File: src/rtl/e203_exu_flush_arb.sv
// -----------------------------------------------------------------------------
// e203_exu_flush_arb
//
// Shares the single IFU pipe-flush port among N_REQ flush requesters.
// Requester 0 has the highest priority (excp/irq), followed by
// branch-mispredict, fence.i and debug. A request reaches the IFU in the
// cycle it arrives. If the IFU does not accept it at once, the winner is
// locked until the IFU acks. Each completed flush can be followed by a quiet
// gap of GAP_CYC cycles before the next flush is offered.
//
// Parameters
//   N_REQ    number of flush requesters (2..8)
//   PC_SIZE  width of the flush-adder operands
//   GAP_CYC  idle cycles forced after each completed flush (0..15)
//
// Ports
//   clk          core clock
//   rst_n        async active-low reset
//   req_valid    per-requester flush request
//   req_op1      packed flush-adder op1, slice i belongs to requester i
//   req_op2      packed flush-adder op2, slice i belongs to requester i
//   req_ack      one-hot pulse: the flush of requester i was accepted
//   flush_req    flush request to the IFU
//   flush_op1    op1 of the current winner (live mux, never registered)
//   flush_op2    op2 of the current winner (live mux, never registered)
//   flush_ack    IFU accepts the flush
//   flush_pulse  flush_req & flush_ack
//   flush_src    one-hot current winner, zero when flush_req is low
//   busy         arbiter is in LOCK or GAP
//   proto_err    sticky: a locked requester dropped req_valid before its ack
//   flush_cnt    completed flushes, saturating at 16'hFFFF
// -----------------------------------------------------------------------------
module e203_exu_flush_arb #(
   parameter int N_REQ   = 3,
   parameter int PC_SIZE = 32,
   parameter int GAP_CYC = 1
) (
   input  logic                     clk,
   input  logic                     rst_n,
   input  logic [N_REQ-1:0]         req_valid,
   input  logic [N_REQ*PC_SIZE-1:0] req_op1,
   input  logic [N_REQ*PC_SIZE-1:0] req_op2,
   output logic [N_REQ-1:0]         req_ack,
   output logic                     flush_req,
   output logic [PC_SIZE-1:0]       flush_op1,
   output logic [PC_SIZE-1:0]       flush_op2,
   input  logic                     flush_ack,
   output logic                     flush_pulse,
   output logic [N_REQ-1:0]         flush_src,
   output logic                     busy,
   output logic                     proto_err,
   output logic [15:0]              flush_cnt
);

   localparam int IDX_W = (N_REQ > 1) ? $clog2(N_REQ) : 1;

   // Value loaded into the gap counter when GAP is entered; GAP is left
   // once the counter reads zero, giving GAP_CYC idle cycles in total.
   localparam logic [3:0] GAP_LOAD = (GAP_CYC > 0) ? 4'(GAP_CYC - 1) : 4'd0;
   localparam bit         HAS_GAP  = (GAP_CYC > 0);

   typedef enum logic [1:0] {
      ST_IDLE = 2'd0,
      ST_LOCK = 2'd1,
      ST_GAP  = 2'd2
   } state_t;

   state_t           state;
   logic [IDX_W-1:0] lock_idx;
   logic [3:0]       gap_cnt;
   logic             proto_err_q;
   logic [15:0]      flush_cnt_q;

   logic [IDX_W-1:0] pri_idx;
   logic [N_REQ-1:0] pri_oh;
   logic [N_REQ-1:0] lock_oh;
   logic [N_REQ-1:0] cur_oh;
   logic             any_req;
   logic             lock_valid;
   logic             req_live;
   logic             pulse;

   // ---------------------------------------------------------------------------
   // Fixed-priority pick: lowest set index wins. The loop runs from the top
   // down so the last assignment belongs to the lowest requesting index.
   // ---------------------------------------------------------------------------
   // NOTE: every always_comb output gets a default first, so no path leaves
   // it unassigned and no latch is inferred.
   always_comb begin
      pri_idx = '0;
      for (int i = N_REQ - 1; i >= 0; i--) begin
         if (req_valid[i]) begin
            pri_idx = IDX_W'(i);
         end
      end
   end

   // One-hot decodes of the fresh winner and of the locked index. Decoding
   // by comparison keeps every access inside 0..N_REQ-1 even when N_REQ is
   // not a power of two.
   always_comb begin
      pri_oh  = '0;
      lock_oh = '0;
      for (int i = 0; i < N_REQ; i++) begin
         if (pri_idx == IDX_W'(i)) begin
            pri_oh[i] = 1'b1;
         end
         if (lock_idx == IDX_W'(i)) begin
            lock_oh[i] = 1'b1;
         end
      end
   end

   assign any_req    = |req_valid;
   assign lock_valid = |(req_valid & lock_oh);

   // While LOCKed only the registered winner is visible; newer requests,
   // even higher-priority ones, wait for the ack.
   always_comb begin
      cur_oh   = pri_oh;
      req_live = 1'b0;
      unique case (state)
         ST_IDLE: begin
            cur_oh   = pri_oh;
            req_live = any_req;
         end
         ST_LOCK: begin
            cur_oh   = lock_oh;
            req_live = lock_valid;
         end
         ST_GAP: begin
            cur_oh   = pri_oh;
            req_live = 1'b0;
         end
         default: begin
            cur_oh   = pri_oh;
            req_live = 1'b0;
         end
      endcase
   end

   // The request path is combinational from req_valid, so it is also gated
   // by rst_n: every output reads zero while reset is held, even if the
   // requesters keep their lines up.
   assign flush_req   = req_live & rst_n;
   assign pulse       = flush_req & flush_ack;
   assign flush_pulse = pulse;
   assign flush_src   = flush_req ? cur_oh : '0;
   assign req_ack     = pulse ? cur_oh : '0;

   // AND-OR operand mux on the live requester operands. flush_src is
   // one-hot or zero, so at most one slice contributes.
   always_comb begin
      flush_op1 = '0;
      flush_op2 = '0;
      for (int i = 0; i < N_REQ; i++) begin
         if (flush_src[i]) begin
            flush_op1 = flush_op1 | req_op1[i*PC_SIZE +: PC_SIZE];
            flush_op2 = flush_op2 | req_op2[i*PC_SIZE +: PC_SIZE];
         end
      end
   end

   // ---------------------------------------------------------------------------
   // Arbitration FSM
   // ---------------------------------------------------------------------------
   // NOTE: sequential state is written with non-blocking assignments so that
   // every register samples the values from before the clock edge.
   always_ff @(posedge clk or negedge rst_n) begin
      if (!rst_n) begin
         state       <= ST_IDLE;
         lock_idx    <= '0;
         gap_cnt     <= '0;
         proto_err_q <= 1'b0;
      end else begin
         unique case (state)
            ST_IDLE: begin
               if (pulse) begin
                  if (HAS_GAP) begin
                     state   <= ST_GAP;
                     gap_cnt <= GAP_LOAD;
                  end else begin
                     state   <= ST_IDLE;
                  end
               end else if (any_req) begin
                  state    <= ST_LOCK;
                  lock_idx <= pri_idx;
               end
            end
            ST_LOCK: begin
               if (!lock_valid) begin
                  // The locked requester withdrew before its ack. The grant
                  // is dropped without an ack and the violation is latched.
                  state       <= ST_IDLE;
                  proto_err_q <= 1'b1;
               end else if (pulse) begin
                  if (HAS_GAP) begin
                     state   <= ST_GAP;
                     gap_cnt <= GAP_LOAD;
                  end else begin
                     state   <= ST_IDLE;
                  end
               end
            end
            ST_GAP: begin
               if (gap_cnt == 4'd0) begin
                  state <= ST_IDLE;
               end else begin
                  gap_cnt <= gap_cnt - 4'd1;
               end
            end
            default: begin
               state <= ST_IDLE;
            end
         endcase
      end
   end

   // Completed-flush counter, saturating so it never wraps back to zero.
   always_ff @(posedge clk or negedge rst_n) begin
      if (!rst_n) begin
         flush_cnt_q <= 16'd0;
      end else if (pulse && (flush_cnt_q != 16'hFFFF)) begin
         flush_cnt_q <= flush_cnt_q + 16'd1;
      end
   end

   assign busy      = (state != ST_IDLE);
   assign proto_err = proto_err_q;
   assign flush_cnt = flush_cnt_q;

endmodule

File: config.mk
export PLATFORM = sky130hd
export DESIGN_NAME = e203_exu_flush_arb
export DESIGN_NICKNAME = d
export VERILOG_FILES = /design/src/rtl/e203_exu_flush_arb.sv
export SDC_FILE = /design/constraint.sdc
export NUM_CORES = 1
export LEC_CHECK = 0
export ABC_AREA = 1
export BUFFER_PORTS_ARGS = -buffer_cell sky130_fd_sc_hd__buf_4
export CORE_AREA = 2 2 112 114
export CTS_CLUSTER_DIAMETER = 120
export DETAILED_ROUTE_END_ITERATION = 6
export DIE_AREA = 0 0 114 116
export GPL_ROUTABILITY_DRIVEN = 1
export RECOVER_POWER = 100
export REMOVE_ABC_BUFFERS = 1
export SYNTH_ARGS = -nofsm -noshare
export SYNTH_HDL_FRONTEND = slang
export SYNTH_SLANG_ARGS = --single-unit
File: constraint.sdc
create_clock -name clk -period 2.4 [get_ports clk]
set_input_delay 0.12 -clock clk [delete_from_list [all_inputs] [get_ports clk]]
set_output_delay 0.12 -clock clk [all_outputs]
set_load 0.005 [all_outputs]
==> flow_summary_export.csv <==
group,metric,value,unit
outcome,outcome,"finished clean",
finish,fillCellCount,1268,
critical_path,start_kind,"register",
pwr,p_per_area,785.5,nW/um^2
timing,relSlewSlack,64.71,%
placed_design,place_hpwl,14540,um
placed_design,dpl_cell_area,5211,sq um
timing,report.final.slew_viol_count,0,
routing,wl,17850,um
finish,area_delta_synth_final,83.13,%
critical_path,cp-end-kind,"primary output",
synth,synth_warnings,0,
global_route,antenna_found_initial,1,
placed_design,place.gp.congestion,0.9156,
synth,async_reset_ff_share,100.0,%
critical_path,critPathLaunch,"lock_idx[0]",
clock_tree,cts_max_level,1,
timing,hold_slack,162.7,ps
timing,rsz0062_at_grt,"false",
routing,route.antenna.remaining_nets,0,
run,drv_cap,0,
timing,finalClockSkew,2.235,ps
critical_path,r2r_cells,10,
worst_hold_path,hp-class,"in -> reg",
synth,netlist_instances,502,
floorplan,die_area,13220,sq um
finish,fin_nets,974,
clock_tree,clk_path_buf_depth,2,
routing,drc,0,
global_route,grt_max_degree,74,
synth,yosysTopAreaCell,"nand3_1",
synth,synth_ff_type,"dfrtp_1",
critical_path,critPathArrivalTime,2120,ps
finish,drive_gt1_share,39.84,%
global_route,grt_overflow,0,
pwr,power_leakage,0.002832,uW
routing,drt_pass1_iterations,6,
synth,syn_avg_cell_area,5.792,sq um
timing,hold_viol_final,0,
finish,post-route-cell-area,5325,sq um
routing,wl_met2,8621,um
critical_path,r2r-end,"flush_cnt[5]",
floorplan,die_h,116,um
floorplan,core_area,11910,sq um
global_route,grt_pass1_wl,24810,um
routing,viasPerCell,5.061,
routing,detail_route.wl_per_cell,19.40,um
synth,ys_top_cells_by_count,"nand3_1, nand2_1, dfrtp_1",
floorplan,start_util,24.41,%
synth,synth_cell_types,26,
synth,seq_area_frac_synth,21.51,%
synth,synth-edff-count,0,
routing,met3_length,1591,um
synth,synth_area,2908,sq um
finish,diodes,0,
floorplan,num_rows,40,
critical_path,cp_max_fo,29,
timing,post-route-min-period,2239,ps
timing,finalSetupViolations,0,
clock_tree,clock-sinks,25,
critical_path,rr_startpoint,"lock_idx[0]",
critical_path,cp-endpoint,"flush_op1[26]",
critical_path,required,2280,ps
clock_tree,cts-root-buf,"clkbuf_16",
floorplan,io_pins,288,
pwr,ir_drop,0.0003738,V
synth,synthDominantCellAreaShare,35.46,%
routing,drt-met1-wl,7376,um
synth,synth_most_common_cell,"nand3_1",
timing,fmax,446.7,MHz
timing,fin_crit_sh,93.28,%
floorplan,die_w,114,um
global_route,grt_pass1_vias,4278,
placed_design,port_buffers,287,
clock_tree,cts_buffers,3,
synth,ys_seq_elements,25,
critical_path,crit_type,"reg -> out",
routing,num_vias,4656,
routing,highest_layer,"met5",
clock_tree,cts_tree,"built",
synth,synthTopCellsByArea,"nand3_1, dfrtp_1, nand2_1",
critical_path,reg2reg_slack,380,ps
global_route,grt.total_usage,24.34,%
clock_tree,clock_latency,260,ps
routing,dr.first_iter.drc_count,363,
clock_tree,clk_pin_slew,60,ps
timing,worst_pin_slew,529.4,ps
-- repair_timing --
action / in CTS / in global routing
setup endpoints to repair: 0 / 42
setup buffers: 0 / 3
endpoints found under the hold margin: 25 / 0
hold buffers: 1 / 0
gates resized for setup: 0 / 8
-- registers in the layout, summed over array words and instances (netlist names) --
signal     flops
lock_idx       2
proto_err      1
gap_cnt        4
state          2
flush_cnt     16
-- metal layers --
layer  vias up  global-route usage, %
met5         -                      0
met4         2                  4.146
met3        21                  6.015
met2       242                  40.12
met1      2159                  32.86
li1       2232                      -
-- how the worst min path moves through the flow --
stage                     slack, ps            end          from  depth (start not counted)
after CTS                       160    lock_idx[0]  req_valid[1]                          3
after global placement          160  flush_cnt[15]         rst_n                          2
after global routing            160    lock_idx[0]  req_valid[1]                          3
final                           160    lock_idx[0]  req_valid[1]                          3
after detailed placement        170  flush_cnt[15]         rst_n                          2
after floorplan                -180   flush_cnt[0]         rst_n                          0
-- through the flow --
step	TNS [ps]	cells	power, uW	utilization (%)	setup WS, ps
after floorplan	-154460	465	1937	-	-2384
after global placement	0	910	3733	43.75	362.0
after detailed placement	0	910	3765	43.75	325.9
after CTS	0	915	4156	44.51	27.30
after global routing	0	920	4535	44.71	29.02
final	0	920	4183	44.71	161.3
-- logic make-up (layout without fill, tap and decap cells) --
group           Yosys count  in the layout  share of synthesized area [%]
compound gates            9              9                          1.850
xor+xnor                 13             13                          3.916
buf+inv                  60            331                          10.58
flops                    25             25                          21.51
fa+ha+maj                 2              2                         0.8604
simple gates            393            393                          61.27
-- worst max-delay path, stage by stage, from the launching register on --
cell and delay (ps):
dfrtp_2 460, inv_1 110, nand3_1 70, nand3_1 110
nand2_1 80, nand2_1 100, nand2_2 110, clkinv_4 120
buf_4 320, nand3_1 140, nand3_1 110, clkbuf_4 140
-- layout by cell type (no fill, tap or decap), drive strengths merged, types with 2 or more instances in the layout --
master / Yosys / layout
nand3b: 2 / 2
clkinv: 0 / 2
inv: 23 / 22
buf: 33 / 238
nand4: 5 / 5
nor2: 21 / 21
clkbuf: 4 / 68
xor2: 9 / 9
nor3: 3 / 3
xnor2: 4 / 4
ha: 2 / 2
dfrtp: 25 / 25
nand2: 153 / 153
nand3: 207 / 207
o21ai: 5 / 5
-- power by group --
part	switching, uW	internal, uW
sequential	92.3	514
combinational	1800	1410
clock	147	225
total	2030	2150
-- cell type report --
class	instances	area, sq um	area share, %
Timing Repair Buffer	304	2325	43.66
Multi-Input combinational cell	417	2017	37.88
Sequential cell	25	628.1	11.80
Tap cell	147	183.9	3.454
Inverter	23	91.34	1.715
Clock buffer	3	75.07	1.410
Clock inverter	1	5.005	0.09398
No activity file was read; power rests on OpenSTA's default activity.
